<file path="src/rtl/sweep_pkg.sv">
// Shared encodings and level helpers for the frequency sweep controller.
package sweep_pkg;

    localparam int LEVEL_W = 3;
    localparam logic [LEVEL_W-1:0] MIN_LEVEL = 3'd0;
    localparam logic [LEVEL_W-1:0] MAX_LEVEL = 3'd7;

    typedef enum logic [1:0] {
        MODE_ONESHOT  = 2'b00,
        MODE_LOOP     = 2'b01,
        MODE_PINGPONG = 2'b10,
        MODE_HOLD     = 2'b11
    } mode_e;

    typedef enum logic [1:0] {
        ST_IDLE  = 2'b00,
        ST_DWELL = 2'b01,
        ST_DONE  = 2'b10
    } state_e;

    // One level toward target; never moves past target, so it cannot wrap.
    function automatic logic [LEVEL_W-1:0] step_toward(
        input logic [LEVEL_W-1:0] level,
        input logic [LEVEL_W-1:0] target
    );
        logic [LEVEL_W-1:0] result;
        result = level;
        if (target > level && level != MAX_LEVEL) begin
            result = level + 1'b1;
        end else if (target < level && level != MIN_LEVEL) begin
            result = level - 1'b1;
        end
        return result;
    endfunction

endpackage

</file>
<file path="src/rtl/dwell_timer.sv">
// Loadable down-counter; expire is high while the count sits at zero.
module dwell_timer #(
    parameter int DWELL_W = 16
) (
    input  logic               clk,
    input  logic               reset,
    input  logic               load,
    input  logic [DWELL_W-1:0] load_value,
    input  logic               enable,
    output logic               expire
);

    logic [DWELL_W-1:0] count;

    always_ff @(posedge clk or posedge reset) begin
        if (reset) begin
            count <= '0;
        end else if (load) begin
            count <= load_value;
        end else if (enable && count != '0) begin
            count <= count - DWELL_W'(1);
        end
    end

    assign expire = (count == '0);

endmodule

</file>
<file path="src/rtl/freq_sweep_controller.sv">
// Steps a sine generator's frequency select through a level range with a
// programmable dwell per level, in one-shot, loop, ping-pong or hold mode.
//   state    | meaning
//   ST_IDLE  | waiting for start
//   ST_DWELL | holding freq_select for one dwell, then stepping
//   ST_DONE  | one-shot finished, done pulse, back to idle
module freq_sweep_controller
    import sweep_pkg::*;
#(
    parameter int DWELL_W = 16
) (
    input  logic               clk,
    input  logic               reset,
    input  logic               start,
    input  logic               stop,
    input  logic [1:0]         mode,
    input  logic [LEVEL_W-1:0] start_level,
    input  logic [LEVEL_W-1:0] end_level,
    input  logic [DWELL_W-1:0] dwell,
    output logic [LEVEL_W-1:0] freq_select,
    output logic               gen_reset,
    output logic               busy,
    output logic               step_strobe,
    output logic               done
);

    state_e             state;
    mode_e              mode_q;
    logic [LEVEL_W-1:0] start_q;
    logic [LEVEL_W-1:0] end_q;
    logic [LEVEL_W-1:0] target_q;
    logic [DWELL_W-1:0] reload_q;

    logic               start_accept;
    logic               timer_load;
    logic               timer_expire;
    logic [DWELL_W-1:0] dwell_m1;
    logic [DWELL_W-1:0] timer_value;
    logic [LEVEL_W-1:0] pp_next_target;

    // A dwell of zero behaves as one cycle per level.
    assign dwell_m1       = (dwell == '0) ? '0 : dwell - DWELL_W'(1);
    assign start_accept   = (state == ST_IDLE) && start && !stop;
    assign timer_load     = start_accept || ((state == ST_DWELL) && timer_expire && !stop);
    assign timer_value    = (state == ST_IDLE) ? dwell_m1 : reload_q;
    assign pp_next_target = (target_q == end_q) ? start_q : end_q;

    dwell_timer #(
        .DWELL_W (DWELL_W)
    ) u_dwell_timer (
        .clk        (clk),
        .reset      (reset),
        .load       (timer_load),
        .load_value (timer_value),
        .enable     (state == ST_DWELL),
        .expire     (timer_expire)
    );

    always_ff @(posedge clk or posedge reset) begin
        if (reset) begin
            state       <= ST_IDLE;
            mode_q      <= MODE_ONESHOT;
            start_q     <= '0;
            end_q       <= '0;
            target_q    <= '0;
            reload_q    <= '0;
            freq_select <= '0;
            gen_reset   <= 1'b0;
            busy        <= 1'b0;
            step_strobe <= 1'b0;
            done        <= 1'b0;
        end else begin
            gen_reset   <= 1'b0;
            step_strobe <= 1'b0;
            done        <= 1'b0;
            case (state)
                ST_IDLE: begin
                    if (start_accept) begin
                        mode_q      <= mode_e'(mode);
                        start_q     <= start_level;
                        end_q       <= end_level;
                        target_q    <= end_level;
                        reload_q    <= dwell_m1;
                        freq_select <= start_level;
                        gen_reset   <= 1'b1;
                        busy        <= 1'b1;
                        state       <= ST_DWELL;
                    end
                end
                ST_DWELL: begin
                    if (stop) begin
                        busy  <= 1'b0;
                        state <= ST_IDLE;
                    end else if (timer_expire) begin
                        case (mode_q)
                            MODE_ONESHOT: begin
                                if (freq_select == end_q) begin
                                    done  <= 1'b1;
                                    busy  <= 1'b0;
                                    state <= ST_DONE;
                                end else begin
                                    freq_select <= step_toward(freq_select, end_q);
                                    step_strobe <= 1'b1;
                                end
                            end
                            MODE_LOOP: begin
                                if (start_q != end_q) begin
                                    if (freq_select == end_q) begin
                                        freq_select <= start_q;
                                    end else begin
                                        freq_select <= step_toward(freq_select, end_q);
                                    end
                                    step_strobe <= 1'b1;
                                end
                            end
                            MODE_PINGPONG: begin
                                if (start_q != end_q) begin
                                    if (freq_select == target_q) begin
                                        target_q    <= pp_next_target;
                                        freq_select <= step_toward(freq_select, pp_next_target);
                                    end else begin
                                        freq_select <= step_toward(freq_select, target_q);
                                    end
                                    step_strobe <= 1'b1;
                                end
                            end
                            default: begin
                                freq_select <= start_q;
                            end
                        endcase
                    end
                end
                ST_DONE: begin
                    busy  <= 1'b0;
                    state <= ST_IDLE;
                end
                default: begin
                    busy  <= 1'b0;
                    state <= ST_IDLE;
                end
            endcase
        end
    end

endmodule

</file>
<file path="config.mk">
export PLATFORM = sky130hd
export DESIGN_NAME = freq_sweep_controller
export DESIGN_NICKNAME = d
export VERILOG_FILES = /design/src/rtl/sweep_pkg.sv /design/src/rtl/dwell_timer.sv /design/src/rtl/freq_sweep_controller.sv
export SDC_FILE = /design/constraint.sdc
export NUM_CORES = 1
export LEC_CHECK = 0
export CORE_UTILIZATION = 40
export DETAILED_ROUTE_END_ITERATION = 6
export GPL_TIMING_DRIVEN = 0
export PLACE_DENSITY_LB_ADDON = 0.15
export SETUP_SLACK_MARGIN = 0.02
export SLEW_MARGIN = 20
export SYNTH_ARGS = -nofsm -noshare
export SYNTH_HDL_FRONTEND = slang
export SYNTH_SLANG_ARGS = --single-unit
</file>
<file path="constraint.sdc">
create_clock -name clk -period 2.7 [get_ports clk]
set_input_delay 0.675 -clock clk [delete_from_list [all_inputs] [get_ports clk]]
set_output_delay 0.675 -clock clk [all_outputs]
set_load 0.03 [all_outputs]
</file>
==> impl_metrics.json <==
{
  "run_status": "finished with violations",
  "failed_checks": "negative setup slack",
  "min-delay-start": "reload_q[12]$_DFFE_PP0P_",
  "crit-reg2reg-capture": "freq_select[2]$_DFFE_PP0P_",
  "grt_remaining_overflow": 0,
  "reg2reg_setup_slack_ns": -0.12,
  "cts-root-to-sink-buffers": 2,
  "wirelength_um": 8814,
  "hold_class": "register to register",
  "placement.io_buffers": 34,
  "worstSetupPathType": "register to register",
  "worst-endpoint-arrival_ns": 3.02,
  "critical_path.endpoint_type": "register",
  "pre_cts_ws_ns": -0.8460,
  "worst_slew_pin_slew_ns": 0.6809,
  "synth_cells": 403,
  "max_freq_mhz": 354.1,
  "post_synth.cell_area_avg_um2": 8.699,
  "layoutNonFillerInstCount": 565,
  "horiz_die_dim_um": 95.62,
  "finalSetupViolCount": 3,
  "area_delta_synth_final_pct": 24.27,
  "place_hpwl_um": 6779,
  "routed_wire_length_per_instance_um": 15.60,
  "antenna_violating_nets_post_route": 0,
  "hold_depth": 2,
  "clock-sinks": 51,
  "timing.rr.start": "target_q[1]$_DFFE_PP0P_",
  "worst_slack_ns": -0.1243,
  "drtPass1Iterations": 4,
  "ctsRootBufferMaster": "clkbuf_8",
  "setup_repair_after_global_routing_missed_its_margin": "yes",
  "synth_seq_area_share_pct": 36.40,
  "drive_gt1_share_pct": 11.96,
  "final_util_pct": 52.24,
  "ys_types": 56,
  "final.min_clock_period_ns": 2.824,
  "worst_clock_skew_ns": 0.005784,
  "synth_fp_nets": 451,
  "tritoncts": "built",
  "drc": 0,
  "cts.htree.levels": 2,
  "grt_first_pass_wirelength_um": 14840,
  "netlist_area_um2": 3506,
  "max-slew-margin-rel_pct": 54.54,
  "core_um2": 8341,
  "maxCapViolations": 0,
  "site_row_count": 33,
  "worst_skew_pair_latency_ns": 0.30,
  "layout.cell_area.non_filler_um2": 4357,
  "worst-endpoint-required_ns": 2.89,
  "asyncSetResetFlopFracSynth_pct": 100.0,
  "die-height_um": 95.62,
  "initial_utilization_pct": 42.03,
  "num_antenna_cells": 0,
  "first_global_vias": 3102,
  "worst-path-max-fanout": 3,
  "timing.critical_path.from_type": "register",
  "worst_hold_path.endpoint": "reload_q[12]$_DFFE_PP0P_",
  "dpl.cell_count": 543,
  "final-hold-violation-count": 0,
  "grt_util_all_layers_pct": 21.16,
  "cts-buffers-inserted": 5,
  "reg2reg_depth": 10,
  "finalCritPeriodShare_pct": 104.6,
  "yosys_warnings": 0,
  "most_used_flip_flop_cell_after_synthesis": "dfrtp_1",
  "ranking_of_synthesized_cells_by_area": "dfrtp_1, ha_1, xnor2_1, nand2_1, o21ai_0",
  "number_of_flops_mapped_to_enable_cells_by_yosys": 0,
  "yosys_register_bits": 51,
  "maxSlewViolCount": 0,
  "antenna_found_initial": 0,
  "worst_ir_drop_vdd_mv": 0.2892,
  "pin_count": 35,
  "detail_route.vias_per_cell": 5.651,
  "synth_area_leader_cell": "dfrtp_1",
  "cellPowerDensity_nw_per_um2": 746.9,
  "grt_max_degree": 30,
  "leakagePower_nw": 1.813,
  "detailed_place.area_um2": 4063,
  "cts.reportedPaths.clkPinSlew_ns": 0.10,
  "nets": 507,
  "vias": 3193,
  "iteration_0_drc_count_of_the_detailed_router": 103,
  "floorplan.die_area_um2": 9143,
  "post-synth-top-area-fraction_pct": 36.40,
  "placer_congestion": 0.8661
}
==> repair_timing <==
| item | 4_1_cts | 5_1_grt |
|---|---|---|
| setup endpoints to repair | 32 | 22 |
| buffers inserted | 9 | 5 |
| pin swaps | 12 | 7 |
| hold buffers | 0 | 0 |
| gates resized for setup | 20 | 8 |
==> registers in the layout (all words and copies together) (netlist names) <==
name and flops:
state 2, start_q 3, end_q 3, target_q 3
mode_q 2, reload_q 16, done 1, step_strobe 1
freq_select 3, gen_reset 1, u_dwell_timer.count 16
==> synth_stat cells (3+ instances only) <==
cell      count
a211o_1       5
a211oi_1     14
a21o_1        7
a21oi_1      22
a31oi_1       4
and3_1        3
buf_2         3
clkbuf_1     11
dfrtp_1      51
ha_1         20
inv_1        18
mux2_2        3
mux2i_1       7
nand2_1      38
nand2b_1      5
nand3_1       8
nand3b_1      5
nor2_1       29
nor2b_1       4
nor3_1       21
nor4_1        7
o21ai_0      28
o31ai_1      13
or3_1         7
or4_1         4
xnor2_1      18
xor2_1        9
==> critical path, stage by stage (launching register included) <==
cell and delay, ns:
dfrtp_1 0.42, xor2_1 0.18, nor3_2 0.32, mux2_4 0.37, ha_4 0.28, a21oi_1 0.06
a21o_1 0.21, nand2b_4 0.15, a311oi_4 0.28, or2_4 0.18, mux2_4 0.29
==> power breakdown <==
group	leakage [nW]	internal (mW)	switching (mW)	total, mW
Combinational	1.15	0.766	0.909	1.68
Clock	0.0412	0.182	0.260	0.442
Sequential	0.623	0.950	0.188	1.14
==> how the worst max path moves through the flow <==
stage	startpoint	endpoint	slack, ns	depth (start not counted)
detailed placement	dwell[8]	u_dwell_timer.count[0]$_DFFE_PP0P_	-0.85	8
finish	target_q[1]$_DFFE_PP0P_	freq_select[2]$_DFFE_PP0P_	-0.12	10
global route	target_q[1]$_DFFE_PP0P_	freq_select[0]$_DFFE_PP0P_	-0.22	12
global placement	dwell[8]	u_dwell_timer.count[0]$_DFFE_PP0P_	-0.81	8
CTS	target_q[0]$_DFFE_PP0P_	freq_select[2]$_DFFE_PP0P_	-0.12	10
floorplan	end_q[0]$_DFFE_PP0P_	freq_select[2]$_DFFE_PP0P_	-0.04	10
==> through the flow <==
| step | hold slack (ns) | setup TNS [ns] | power (mW) |
|---|---|---|---|
| 5_1_grt | 0.5031 | -0.5836 | 3.528 |
| 2_1_floorplan | 0.4375 | -0.04293 | 2.295 |
| 3_5_place_dp | 0.4612 | -18.33 | 2.701 |
| 4_1_cts | 0.4832 | -0.1591 | 3.233 |
| 6_report | 0.4869 | -0.2547 | 3.254 |
| 3_3_place_gp | 0.4567 | -28.80 | 2.661 |
==> per-layer routing <==
layer  part of all wire, %  routed length (um)  global-route usage (%)
met5                     0                   0                       0
met4                   1.8                 155                   6.841
met3                   2.8                 244                   2.073
met2                    52                4582                   40.00
met1                    43                3832                   24.81
==> logic make-up (layout without fill, tap and decap cells) <==
logic type	after synthesis	after routing	synth area share (%)
AOI/OAI and AO/OA	113	113	21.09
xor gates and xnor gates	27	27	6.745
adders and majority gates	20	20	7.138
buffers and inverters	34	91	3.747
DFF	51	51	36.40
muxes	10	10	2.962
and+or+nand+nor	148	148	21.91
==> layout by cell type (no fill, tap or decap), drive strengths merged, types with 4 or more instances in the layout <==
| cell | count |
|---|---|
| nand2b | 5 |
| clkdlybuf4s50 | 30 |
| xor2 | 9 |
| ha | 20 |
| a211o | 5 |
| xnor2 | 18 |
| inv | 18 |
| mux2i | 7 |
| nor2b | 4 |
| nand3 | 8 |
| or4 | 4 |
| clkbuf | 17 |
| a21o | 7 |
| a31oi | 4 |
| nor4 | 8 |
| dfrtp | 51 |
| or3 | 8 |
| buf | 19 |
| nor3 | 23 |
| nand3b | 5 |
| a21oi | 22 |
| nand2 | 38 |
| o31ai | 13 |
| nor2 | 29 |
| a211oi | 14 |
| o21ai | 28 |
==> cell type report <==
type,count,area (um2)
fillers,804,3984
multi-input cells,318,2248
flip-flops and latches,51,1279
repair buffers,49,469.2
plain buffers,15,68.82
clock inverters,2,12.51
inverters,19,75.07
clock buffers,6,72.57
well taps,105,131.4
Note: power is estimated with default switching activity, not from simulation.
==> RTL edit 1: new RTL, config.mk and constraints unchanged <==
`DWELL_W` is set to 16 in 2 places; all go to 32.
--- a/src/rtl/dwell_timer.sv
+++ b/src/rtl/dwell_timer.sv
@@ -2,3 +2,3 @@
 module dwell_timer #(
-    parameter int DWELL_W = 16
+    parameter int DWELL_W = 32
 ) (
--- a/src/rtl/freq_sweep_controller.sv
+++ b/src/rtl/freq_sweep_controller.sv
@@ -9,3 +9,3 @@
 #(
-    parameter int DWELL_W = 16
+    parameter int DWELL_W = 32
 ) (
Ports: changed (resized dwell); port bits go from 35 to 51. No check against the original RTL was run, so the function may have changed too.
==> RTL edit 1 against the unedited design <==
- the flow still finishes with violations (setup timing)
- non-clock buffer count up 55
- routed wire length up 100%
- cell area up 75%
- highest routed layer unchanged
- critical endpoint is now freq_select[1]
- worst setup slack worse by 87 ps
- synthesized area up 67%
- sequential cell count up 32
- largest power group unchanged
- synthesized cell count up 64%
- total power up 71%
- sequential share of layout area down 2.0 points
- largest cell class unchanged
==> RTL edit 1: results (changes against the unedited design) <==
----------------------------------------------------
[Setup path]
  Reg2reg path depth ... 11 (+1)
  Cell family with most CP delay ... compound AO/OA/AOI/OAI gates
  Worst reg2reg path endpoint ... freq_select[1]
  Cell with the largest stage delay on the worst path ... sky130_fd_sc_hd__dfrtp_2
  WP data arrival ... 3140 ps (+120 ps)
  Origin of the worst setup path ... end_q[1]

[Timing]
  Number of setup violations in the final report ... 3 (unchanged)
  Worst Setup Slack, final ... -211 ps (-87.2 ps)

[Global routing]
  Global routing usage on met3 ... 0.0321 (+0.0113)
  Vias in the first global route ... 5426 (+75%)
  M2 GR Usage ... 0.429 (+0.0294)
  Maximum number of pins on one net before global-route repair ... 33 (+10%)
  Fraction of met1 tracks used by global routing ... 0.296 (+0.0477)
  Wire length of the first global-routing pass ... 27.8 mm (+88%)

[Logic synthesis]
  Synthesized netlist cell count ... 662 (+64%)
  Fraction of the mapped netlist area in compound gates ... 0.193 (-0.0174)
  Xor and xnor area share after synthesis ... 0.0795 (+0.0120)
  Nets in the synthesized netlist ... 726 (+61%)
  Distinct cell type count of the synthesized netlist ... 71 (+27%)
  Top cell types by occurrence after synthesis ... sky130_fd_sc_hd__nand2_1, sky130_fd_sc_hd__dfrtp_1, sky130_fd_sc_hd__nor2_1

[Drt]
  First-iteration detailed-routing DRC count ... 296 (+190%)
  Detailed-routed wire length on met3 ... 720 microns (+200%)
  Via count ... 5578 (+75%)
  Final wirelength ... 17.7 mm (+100%)
  Length of routed wiring on met1 ... 7.72 mm (+100%)

[Power]
  Power consumed by the clock network ... 1.27 mW (+190%)
  Power in combinational cells ... 2.43 mW (+45%)
  Switching pwr ... 2.17 mW (+60%)
  Tot Pwr ... 5.58 mW (+71%)

[Placed design]
  Worst slack at placement ... -862 ps (-16.4 ps)
  Weighted congestion reported at the end of routability-driven placement ... 0.873 (+0.82%)
  Placed Cells ... 892 (+64%)
  Half-perimeter wire length after placement ... 13.1 mm (+94%)
  Number of input and output port buffers inserted ... 48 (+41%)
  Placed cell areas ... 6630 sq um (+63%)

[CTS]
  Latest clock arrival within the worst-skew pair ... 340 ps (+40 ps)
  Depth of the CTS H-tree ... 3 (+1)
  Master cell of the clock root buffer ... sky130_fd_sc_hd__clkbuf_16
  Number of buffers added by the clock tree synthesis step ... 9 (+4)
  Clock-pin slew of the registers on the worst-case setup and hold paths ... 60 ps (-40 ps)

[Run status]
  Outcome ... complete, but fails checks
  Failing checks ... setup timing

[Worst hold path]
  Startpoint of the worst hold path ... reload_q[24]

[Layout]
  Largest registers ... reload_q x32, u_dwell_timer.count x32
  Filler-free cell count of the finished design ... 939 (+66%)

----------------------------------------------------
[RTL edit 1: per-stage QoR]
step                setup TNS [ps]  hold WS [ps]
floorplan                     -134           438
global placement            -45450           452
detailed placement          -47290           463
CTS                           -368           478
global route                  -886           504
finish                        -474           473
[RTL edit 1: cells by family after synthesis]
group                      Yosys count
DFF                                 83
xor gates and xnor gates            53
AOI/OAI and AO/OA                  163
buffers and inverters               58
muxes                               17
adders and majority gates           20
and+or+nand+nor                    268
[RTL edit 1: cell type report]
| cell class | count | area [sq um] |
|---|---|---|
| multi-input combinational | 521 | 3910 |
| tap | 180 | 225 |
| clock inverter | 5 | 61.3 |
| sequential | 83 | 2080 |
| clock buffer | 11 | 243 |
| fill | 1318 | 6430 |
| timing repair buffer | 82 | 781 |
| inverter | 20 | 78.8 |
| buffer | 37 | 236 |
[RTL edit 1: repair_timing]
item,in CTS,in global routing
pin swaps,26,26
resized for setup,81,46
setup buffers,15,18
hold buffers,0,0
setup endpoints to repair,72,57
==> RTL edit 2: new RTL, same flow settings <==
Made on the original files. Make the reset (`reset`) synchronous in 2 clocked blocks.
--- a/src/rtl/dwell_timer.sv
+++ b/src/rtl/dwell_timer.sv
@@ -14,3 +14,3 @@
 
-    always_ff @(posedge clk or posedge reset) begin
+    always_ff @(posedge clk) begin
         if (reset) begin
--- a/src/rtl/freq_sweep_controller.sv
+++ b/src/rtl/freq_sweep_controller.sv
@@ -58,3 +58,3 @@
 
-    always_ff @(posedge clk or posedge reset) begin
+    always_ff @(posedge clk) begin
         if (reset) begin
Behaviour: differs if reset is asserted again (counterexample within 4 cycles, from zero or initial values and one cycle with reset high); with reset held inactive, the same outputs for 4 cycles.
==> RTL edit 2 against the unedited design <==
- the flow still finishes with violations (setup timing)
- synthesized area grew 1.0%
- count of clock-buffer cells in the layout shrank 1
- cell count rose by 6.5%
- cell area shrank 0.37%
- worst setup slack better by 14 ps
- sequential cell count unchanged
- routed wire length rose by 23%
- non-clock buffer count is 4 lower
- critical endpoint is now freq_select[1]
- largest cell class unchanged
- highest routed layer unchanged
Power is not compared: it rests on default switching activity, and its combinational part moved more than twofold at a synthesized area within 25%.
==> RTL edit 2: results (changes against the unedited design) <==
----------------------------------------------------
[Drt]
  Via count ... 3592 (+12%)
  Final wirelength ... 10.8 mm (+23%)
  First-iteration detailed-routing DRC count ... 233 (+130%)
  Pre-antenna DRT Iters ... 5 (+1)
  Avg WL per Cell ... 18.0 microns (+15%)

[Run status]
  Outcome ... complete, but fails checks
  Failing checks ... setup timing

[Logic synthesis]
  Xor and xnor area share after synthesis ... 0.0396 (-0.0279)
  Dominant combinational cell family by area after synthesis ... simple AND/OR/NAND/NOR gates
  Top cell types by occurrence after synthesis ... sky130_fd_sc_hd__nand2_1, sky130_fd_sc_hd__dfxtp_1, sky130_fd_sc_hd__nor2_1
  Sequential share of the synthesized area ... 0.288 (-0.0758)
  Async set-or-reset flop fraction in the synthesized netlist ... 0 (-1.00)
  Fraction of the mapped netlist area in compound gates ... 0.231 (+0.0204)
  Adder-cell area share of the yosys netlist ... 0.0706 (-0.000731)
  Distinct cell type count of the synthesized netlist ... 68 (+21%)
  Synthesized area divided by synthesized cell count ... 7.91 sq um (-9.1%)
  Top post-synthesis cells by area ... sky130_fd_sc_hd__dfxtp_1, sky130_fd_sc_hd__ha_1, sky130_fd_sc_hd__a21oi_1
  Most used flip-flop cell after synthesis ... sky130_fd_sc_hd__dfxtp_1
  Multiplexer share of the synthesized area ... 0.0406 (+0.0110)

[Worst hold path]
  Startpoint of the worst hold path ... reload_q[10]
  Destination of the worst hold path ... reload_q[10]

[Placed design]
  Number of input and output port buffers inserted ... 32 (-5.9%)
  Half-perimeter wire length after placement ... 7.98 mm (+18%)
  Worst slack at placement ... -697 ps (+149 ps)
  Placed Cells ... 585 (+7.7%)
  Weighted congestion reported at the end of routability-driven placement ... 0.877 (+1.2%)

[Timing]
  Number of setup violations in the final report ... 3 (unchanged)
  Worst Setup Slack, final ... -110 ps (+14.1 ps)
  Final setup skew ... 9.96 ps (+4.17 ps)
  Slew at the pin with the worst max-slew slack ... 669 ps (-11.8 ps)

[Layout]
  # fillers ... 808 (+0.50%)
  Layout cell share with drive strength beyond 1 ... 0.131 (+0.0112)
  Layout net count ... 544 (+7.3%)

[Global routing]
  Global-route usage over all layers ... 0.248 (+0.0360)
  Vias in the first global route ... 3370 (+8.6%)
  Wire length of the first global-routing pass ... 17.2 mm (+16%)
  Maximum number of pins on one net before global-route repair ... 17 (-43%)

[Setup path]
  Worst reg2reg path startpoint ... target_q[2]

----------------------------------------------------
## RTL edit 2: kinds of logic after synthesis
family / after synthesis
compound gates: 122
xor+xnor: 16
fa+ha+maj: 20
buf+inv: 36
flops: 51
mux: 14
simple gates: 189
## RTL edit 2: cell type report
type / instances / area share
clock buffers: 5 / 0.0159
inverters: 17 / 0.0147
multi-input cells: 361 / 0.581
flip-flops and latches: 51 / 0.238
clock inverters: 3 / 0.00461
well taps: 105 / 0.0303
plain buffers: 19 / 0.0231
repair buffers: 41 / 0.0928
## RTL edit 2: power breakdown
part | switching (mW) | internal (mW) | leakage (nW)
sequential | 0.0546 | 0.802 | 0.420
clock | 0.290 | 0.181 | 0.0402
combinational | 0.422 | 0.320 | 1.16
## RTL edit 2: worst max-delay path by stage
stage | cells past startpoint | from | end
4_1_cts | 12 | target_q[2] | freq_select[1]
5_1_grt | 12 | target_q[2] | freq_select[1]
3_5_place_dp | 10 | dwell[0] | u_dwell_timer.count[7]
3_3_place_gp | 10 | dwell[0] | u_dwell_timer.count[7]
2_1_floorplan | 10 | end_q[0] | freq_select[0]
6_report | 12 | target_q[2] | freq_select[1]
## RTL edit 2: routing by layer
layer  vias up  global-route usage  part of all wire
met4         0              0.0647             0.017
met3        14              0.0316             0.032
met1      1714               0.325              0.46
met5         -                   0                 0
li1       1777                   -                 -
met2        87               0.425              0.49
## RTL edit 2: worst max-delay path, stage by stage, from the launching register on
cell	delay, ps
sky130_fd_sc_hd__dfxtp_2	350
sky130_fd_sc_hd__xor2_1	160
sky130_fd_sc_hd__nor3_2	180
sky130_fd_sc_hd__buf_4	160
sky130_fd_sc_hd__buf_4	110
sky130_fd_sc_hd__mux2i_2	230
sky130_fd_sc_hd__ha_1	290
sky130_fd_sc_hd__a31oi_4	160
sky130_fd_sc_hd__a21oi_1	80
sky130_fd_sc_hd__a22oi_2	250
sky130_fd_sc_hd__a311oi_2	150
sky130_fd_sc_hd__or4_4	510
sky130_fd_sc_hd__o32ai_2	100
## RTL edit 2: metrics by stage
stage                     hold WS, ps  power, mW  setup TNS [ps]  cell area [sq um]
after floorplan                   432       1.34               0               3590
after global placement            444       1.54           -9200               4040
after detailed placement          452       1.55          -12020               4040
after CTS                         466       2.05            -365               4260
after global routing              491       2.18            -653               4340
final                             465       2.07            -268               4340
## RTL edit 2: repair_timing
action / CTS / global route
pin swaps: 8 / 9
buffers inserted: 6 / 3
gates resized for setup: 20 / 18
endpoints found under the setup margin: 32 / 24
